<file path="src/rtl/bc_col_acc.sv">
// bc_col_acc: resolves compressor (sum, carry) per bit-plane and Horner-accumulates NBITS planes MSB-first.
// Optional feature macro BC_SIGNED_MSB_EN: plane 0 carries negative weight (two's-complement activations).
module bc_col_acc #(
    parameter int unsigned W     = 8,
    parameter int unsigned NBITS = 8,
    parameter int unsigned ACC_W = 24
) (
    input  logic             clk,
    input  logic             rst,
    input  logic             in_valid,
    output logic             in_ready,
    input  logic [W-1:0]     sum,
    input  logic [W-1:0]     carry,
    input  logic             flush,
    output logic             out_valid,
    input  logic             out_ready,
    output logic [ACC_W-1:0] out_data
);
    localparam int unsigned V_W   = W + 2;
    localparam int unsigned CNT_W = $clog2(NBITS);
    localparam logic [CNT_W-1:0] PRE_LAST = CNT_W'(NBITS - 2);

    typedef enum logic {ST_ACC, ST_LAST} state_t;

    state_t           state;
    logic [CNT_W-1:0] beat_cnt;
    logic [ACC_W-1:0] acc;
    logic [V_W-1:0]   beat_v;
    logic [ACC_W-1:0] acc_next;
    logic             take;

    // Carry-propagate resolve of the redundant pair; carry has weight 2.
    assign beat_v = V_W'(sum) + (V_W'(carry) << 1);

    // A final beat with a full, unconsumed buffer must wait; all other beats go straight in.
    assign in_ready = !(state == ST_LAST && out_valid && !out_ready);
    assign take     = in_valid && in_ready;

    always_comb begin
        acc_next = (acc << 1) + ACC_W'(beat_v);
        if (beat_cnt == '0) begin
`ifdef BC_SIGNED_MSB_EN
            acc_next = ACC_W'(0) - ACC_W'(beat_v);
`else
            acc_next = ACC_W'(beat_v);
`endif
        end
    end

    // state tracks beat_cnt == NBITS-1 so in_ready decodes from a single flop.
    always_ff @(posedge clk or posedge rst) begin
        if (rst) begin
            state     <= ST_ACC;
            beat_cnt  <= '0;
            acc       <= '0;
            out_valid <= 1'b0;
            out_data  <= '0;
        end else begin
            if (out_valid && out_ready) begin
                out_valid <= 1'b0;
            end
            if (flush) begin
                state    <= ST_ACC;
                beat_cnt <= '0;
                acc      <= '0;
            end else if (take) begin
                if (state == ST_LAST) begin
                    // Push wins over a same-cycle pop so no result is lost.
                    out_data  <= acc_next;
                    out_valid <= 1'b1;
                    acc       <= '0;
                    beat_cnt  <= '0;
                    state     <= ST_ACC;
                end else begin
                    acc      <= acc_next;
                    beat_cnt <= beat_cnt + CNT_W'(1);
                    if (beat_cnt == PRE_LAST) begin
                        state <= ST_LAST;
                    end
                end
            end
        end
    end
endmodule

</file>
<file path="config.mk">
export PLATFORM = sky130hd
export DESIGN_NAME = bc_col_acc
export DESIGN_NICKNAME = d
export VERILOG_FILES = /design/src/rtl/bc_col_acc.sv
export SDC_FILE = /design/constraint.sdc
export NUM_CORES = 1
export LEC_CHECK = 0
export BUFFER_PORTS_ARGS = -buffer_cell sky130_fd_sc_hd__buf_2
export CAP_MARGIN = 0
export CORE_MARGIN = 4
export CORE_UTILIZATION = 55
export CTS_CLUSTER_DIAMETER = 40
export CTS_CLUSTER_SIZE = 40
export DETAILED_ROUTE_END_ITERATION = 10
export PLACE_DENSITY = 0.77
export SYNTH_ARGS = -nofsm -noshare
export SYNTH_HDL_FRONTEND = slang
export SYNTH_SLANG_ARGS = --single-unit
export TNS_END_PERCENT = 50
</file>
<file path="constraint.sdc">
create_clock -name clk -period 2.7 [get_ports clk]
set_clock_uncertainty 0.1 [all_clocks]
set_input_delay 0.27 -clock clk [delete_from_list [all_inputs] [get_ports clk]]
set_output_delay 0.27 -clock clk [all_outputs]
set_load 0.02 [all_outputs]
</file>
==> reports/qor.tcl <==
set qor(run_status) {finished, violations left}
set qor(violations) {setup timing}
set qor(final_layout_net_count) 483
set qor(routed_wire_length_per_instance_um) 19.2
set qor(crit_path_max_fanout) 6
set qor(instances_no_fill) 514
set qor(timing.critical_path.required_ns) 2.80
set qor(layout_worst_path_cycle_share_pct) 107
set qor(synth.distinct_cells) 46
set qor(count_of_yosys_warnings_during_synthesis) 0
set qor(power_leakage_nw) 2.02
set qor(fin_worst_hold_slack_ns) 0.0668
set qor(final-setup-viol-count) 24
set qor(number_of_clock_sinks) 52
set qor(hold_path.class) {input pin to flop}
set qor(drv_cap) 0
set qor(grt_start_max_net_pins) 37
set qor(worstSetupEndpointType) {flop}
set qor(net_sw_share_pct) 34.0
set qor(worst_pin_slew_ns) 0.515
set qor(placedCellCount) 479
set qor(post-synth-top-area-fraction_pct) 41.4
set qor(syn_area_sq_um) 3150
set qor(detailed_place.area_sq_um) 3710
set qor(router_iterations_before_antenna_repair) 7
set qor(route.vias.total) 3250
set qor(insertion_delay_ns) 0.32
set qor(whs_path_depth) 2
set qor(count_of_cells_along_the_worst_register_to_register_path) 9
set qor(hold_viol_final) 0
set qor(vdd.ir_drop.worst_v) 0.000245
set qor(pwr-share-seq_pct) 38.4
set qor(drt_iter0_markers) 324
set qor(synthesis.instances) 343
set qor(rsz0062_at_grt) {yes}
set qor(portBuffers) 46
set qor(yosys-top-cells-area) {sky130_fd_sc_hd__dfrtp_1 (41%), sky130_fd_sc_hd__ha_1 (7.6%), sky130_fd_sc_hd__o21ai_0 (6.2%), sky130_fd_sc_hd__nand2_1 (5.7%), sky130_fd_sc_hd__xnor2_1 (3.9%)}
set qor(clockBufferDepth) 2
set qor(cts-root-buf) {sky130_fd_sc_hd__clkbuf_8}
set qor(core_area_sq_um) 5540
set qor(wire_length_of_the_first_global_routing_pass_um) 14100
set qor(cts_tree) {done}
set qor(final-max-slew-violation-count) 0
set qor(relSlewSlack_pct) 65.3
set qor(share_of_async_settable_or_async_resettable_flops_after_synthesis_pct) 100
set qor(synth-seq-cells) 52
set qor(clock_power_share_pct) 22.2
set qor(worst_setup_path_start_kind) {input pin}
set qor(tns_ns) -2.75
set qor(finalWorstPathRequiredPeriod_ns) 2.88
set qor(die_height_um) 83.6
set qor(floorplan.die.width_um) 83.6
set qor(filler_cell_count) 351
set qor(finalInstanceArea_sq_um) 4370
set qor(drcViolationCount) 0
set qor(number_of_global_route_vias_before_repair) 2939
set qor(gp_routability_congestion) 0.891
set qor(worst_slack_ns) -0.182
set qor(detail_route.wirelength_um) 9850
set qor(clk_pin_slew_worst_paths_ns) 0.10
set qor(synth_sequential_area_ratio_pct) 41.4
set qor(switchingPower_mw) 0.738
set qor(cts_max_level) 2
set qor(postSynthNetCount) 385
set qor(crit_type) {input pin to flop}
set qor(antenna_violations_before_repair) 0
set qor(comb_power_share_pct) 39.3
set qor(floorplan.die_area_sq_um) 7000
set qor(area_delta_synth_final_pct) 38.9
set qor(powerDensity_nw_per_um2) 496
set qor(final_core_utilization_pct) 78.9
set qor(dp_hpwl_um) 5600
set qor(initial_utilization_pct) 56.8
set qor(ioPinCount) 47
set qor(grt_usage_pct) 24.3
set qor(cp.arrival_ns) 2.98
set qor(number_of_cts_inserted_buffers) 5
set qor(synth-edff-count) 0
set qor(vias_per_inst) 6.32
set qor(power.internal_mw) 1.43
set qor(insertedDiodeCount) 0
set qor(rows) 27
set qor(syn-mean-instance-area_sq_um) 9.17
set qor(global_route_overflow) 0
set qor(synth-main-ff-cell) {sky130_fd_sc_hd__dfrtp_1}
set qor(detail-route-antenna-nets) 0
set qor(synth_top_area_cell) {sky130_fd_sc_hd__dfrtp_1}
set qor(maxClockFrequency_mhz) 347
set qor(drive_gt1_share_pct) 36.7
[timing repair]
action                                  CTS  global route
resized for setup                        26            49
hold buffers                              1             0
endpoints found under the hold margin    19             0
pin swaps                                33            43
gates cloned                              1             0
endpoints found under the setup margin   29            35
setup buffers                            13            12
[power groups by stage]
| stage | Clock, mW | Sequential, mW | Combinational, mW |
|---|---|---|---|
| final | 0.482 | 0.834 | 0.853 |
| after global placement | 0 | 0.840 | 0.530 |
| after floorplan | 0 | 0.834 | 0.349 |
| after CTS | 0.482 | 0.827 | 0.645 |
| after global routing | 0.524 | 0.838 | 0.904 |
| after detailed placement | 0 | 0.840 | 0.552 |
[worst max-delay path, stage by stage]
cell,delay [ns]
sky130_fd_sc_hd__buf_6,0.10
sky130_fd_sc_hd__ha_4,0.15
sky130_fd_sc_hd__fa_2,0.39
sky130_fd_sc_hd__a211oi_2,0.22
sky130_fd_sc_hd__o21bai_2,0.11
sky130_fd_sc_hd__a21oi_2,0.18
sky130_fd_sc_hd__xnor2_2,0.11
sky130_fd_sc_hd__ha_1,0.37
sky130_fd_sc_hd__nand3_2,0.13
sky130_fd_sc_hd__a211oi_4,0.19
sky130_fd_sc_hd__buf_6,0.16
sky130_fd_sc_hd__o211ai_4,0.13
sky130_fd_sc_hd__buf_6,0.16
sky130_fd_sc_hd__o211ai_1,0.19
sky130_fd_sc_hd__nand3_1,0.11
[registers in the layout, indices dropped and copies added (netlist names)]
register	flops
state	1
beat_cnt	3
out_data	24
out_valid	1
acc	23
[layer usage]
layer	vias to the layer above	wire, um	track usage (%)
li1	1427	-	-
met1	1548	3900	33.8
met2	221	4600	39.9
met3	54	858	4.44
met4	0	497	5.26
met5	-	0	0
[cells in the mapped netlist (4+ instances only)]
master                     count
sky130_fd_sc_hd__a211oi_1      4
sky130_fd_sc_hd__a21o_1        6
sky130_fd_sc_hd__a21oi_1      21
sky130_fd_sc_hd__a22o_1        5
sky130_fd_sc_hd__clkbuf_1     13
sky130_fd_sc_hd__dfrtp_1      52
sky130_fd_sc_hd__ha_1         19
sky130_fd_sc_hd__inv_1        12
sky130_fd_sc_hd__mux2i_1       5
sky130_fd_sc_hd__nand2_1      48
sky130_fd_sc_hd__nand3_1      16
sky130_fd_sc_hd__nand4_1       5
sky130_fd_sc_hd__nor2_1       12
sky130_fd_sc_hd__nor2b_1       5
sky130_fd_sc_hd__o211ai_1      7
sky130_fd_sc_hd__o21ai_0      39
sky130_fd_sc_hd__or4_1         5
sky130_fd_sc_hd__xnor2_1      14
sky130_fd_sc_hd__xor2_1        8
[cells in the final DEF (no fill, tap or decap), drive strengths merged, types with 6 or more instances in the layout]
| cell | instances |
|---|---|
| xor2 | 8 |
| nand2 | 48 |
| buf | 106 |
| inv | 12 |
| nor2 | 12 |
| nand3 | 16 |
| o211ai | 9 |
| ha | 19 |
| dfrtp | 52 |
| a21oi | 21 |
| xnor2 | 14 |
| clkbuf | 7 |
| a21o | 6 |
| o21ai | 39 |
[cell families (layout without fill, tap and decap cells)]
family / count (synthesis) / after routing / share of synthesized area, %
AOI/OAI and AO/OA: 103 / 104 / 21.1
buffers and inverters: 29 / 127 / 3.62
and+or+nand+nor: 109 / 109 / 16.7
DFF: 52 / 52 / 41.4
xor gates and xnor gates: 22 / 22 / 6.12
adders and majority gates: 21 / 21 / 8.83
muxes: 7 / 7 / 2.31
[through the flow]
| step | power [mW] | setup slack (ns) |
|---|---|---|
| floorplan | 1.18 | -0.253 |
| global placement | 1.37 | -0.473 |
| detailed placement | 1.39 | -0.568 |
| CTS | 1.95 | -0.205 |
| global route | 2.27 | -0.278 |
| finish | 2.17 | -0.182 |
[path summary, 6_finish.rpt]
check / startpoint / to / slack [ns]
worst max-delay path: carry[0] / acc[16]$_DFFE_PP0P_ / -0.18
min in group asynchronous: rst / acc[2]$_DFFE_PP0P_ / 0.41
worst min-delay path: flush / beat_cnt[0]$_DFFE_PP0P_ / 0.07
worst min register to register: out_data[6]$_DFFE_PP0P_ / out_data[6]$_DFFE_PP0P_ / 0.38
worst max register to register: acc[0]$_DFFE_PP0P_ / acc[21]$_DFFE_PP0P_ / 0.25
max in group asynchronous: rst / out_data[11]$_DFFE_PP0P_ / 1.30
[final cells by class]
class                   count  area [sq um]  share of cell area (%)
clock buffers               7          86.3                    1.98
clock inverters             1          7.51                   0.172
inverters                  12          45.0                    1.03
multi-input cells         263          2060                    47.2
flip-flops and latches     52          1300                    29.8
well taps                  72          90.1                    2.06
repair buffers            107           778                    17.8
Power figures use the tool's default switching activity.
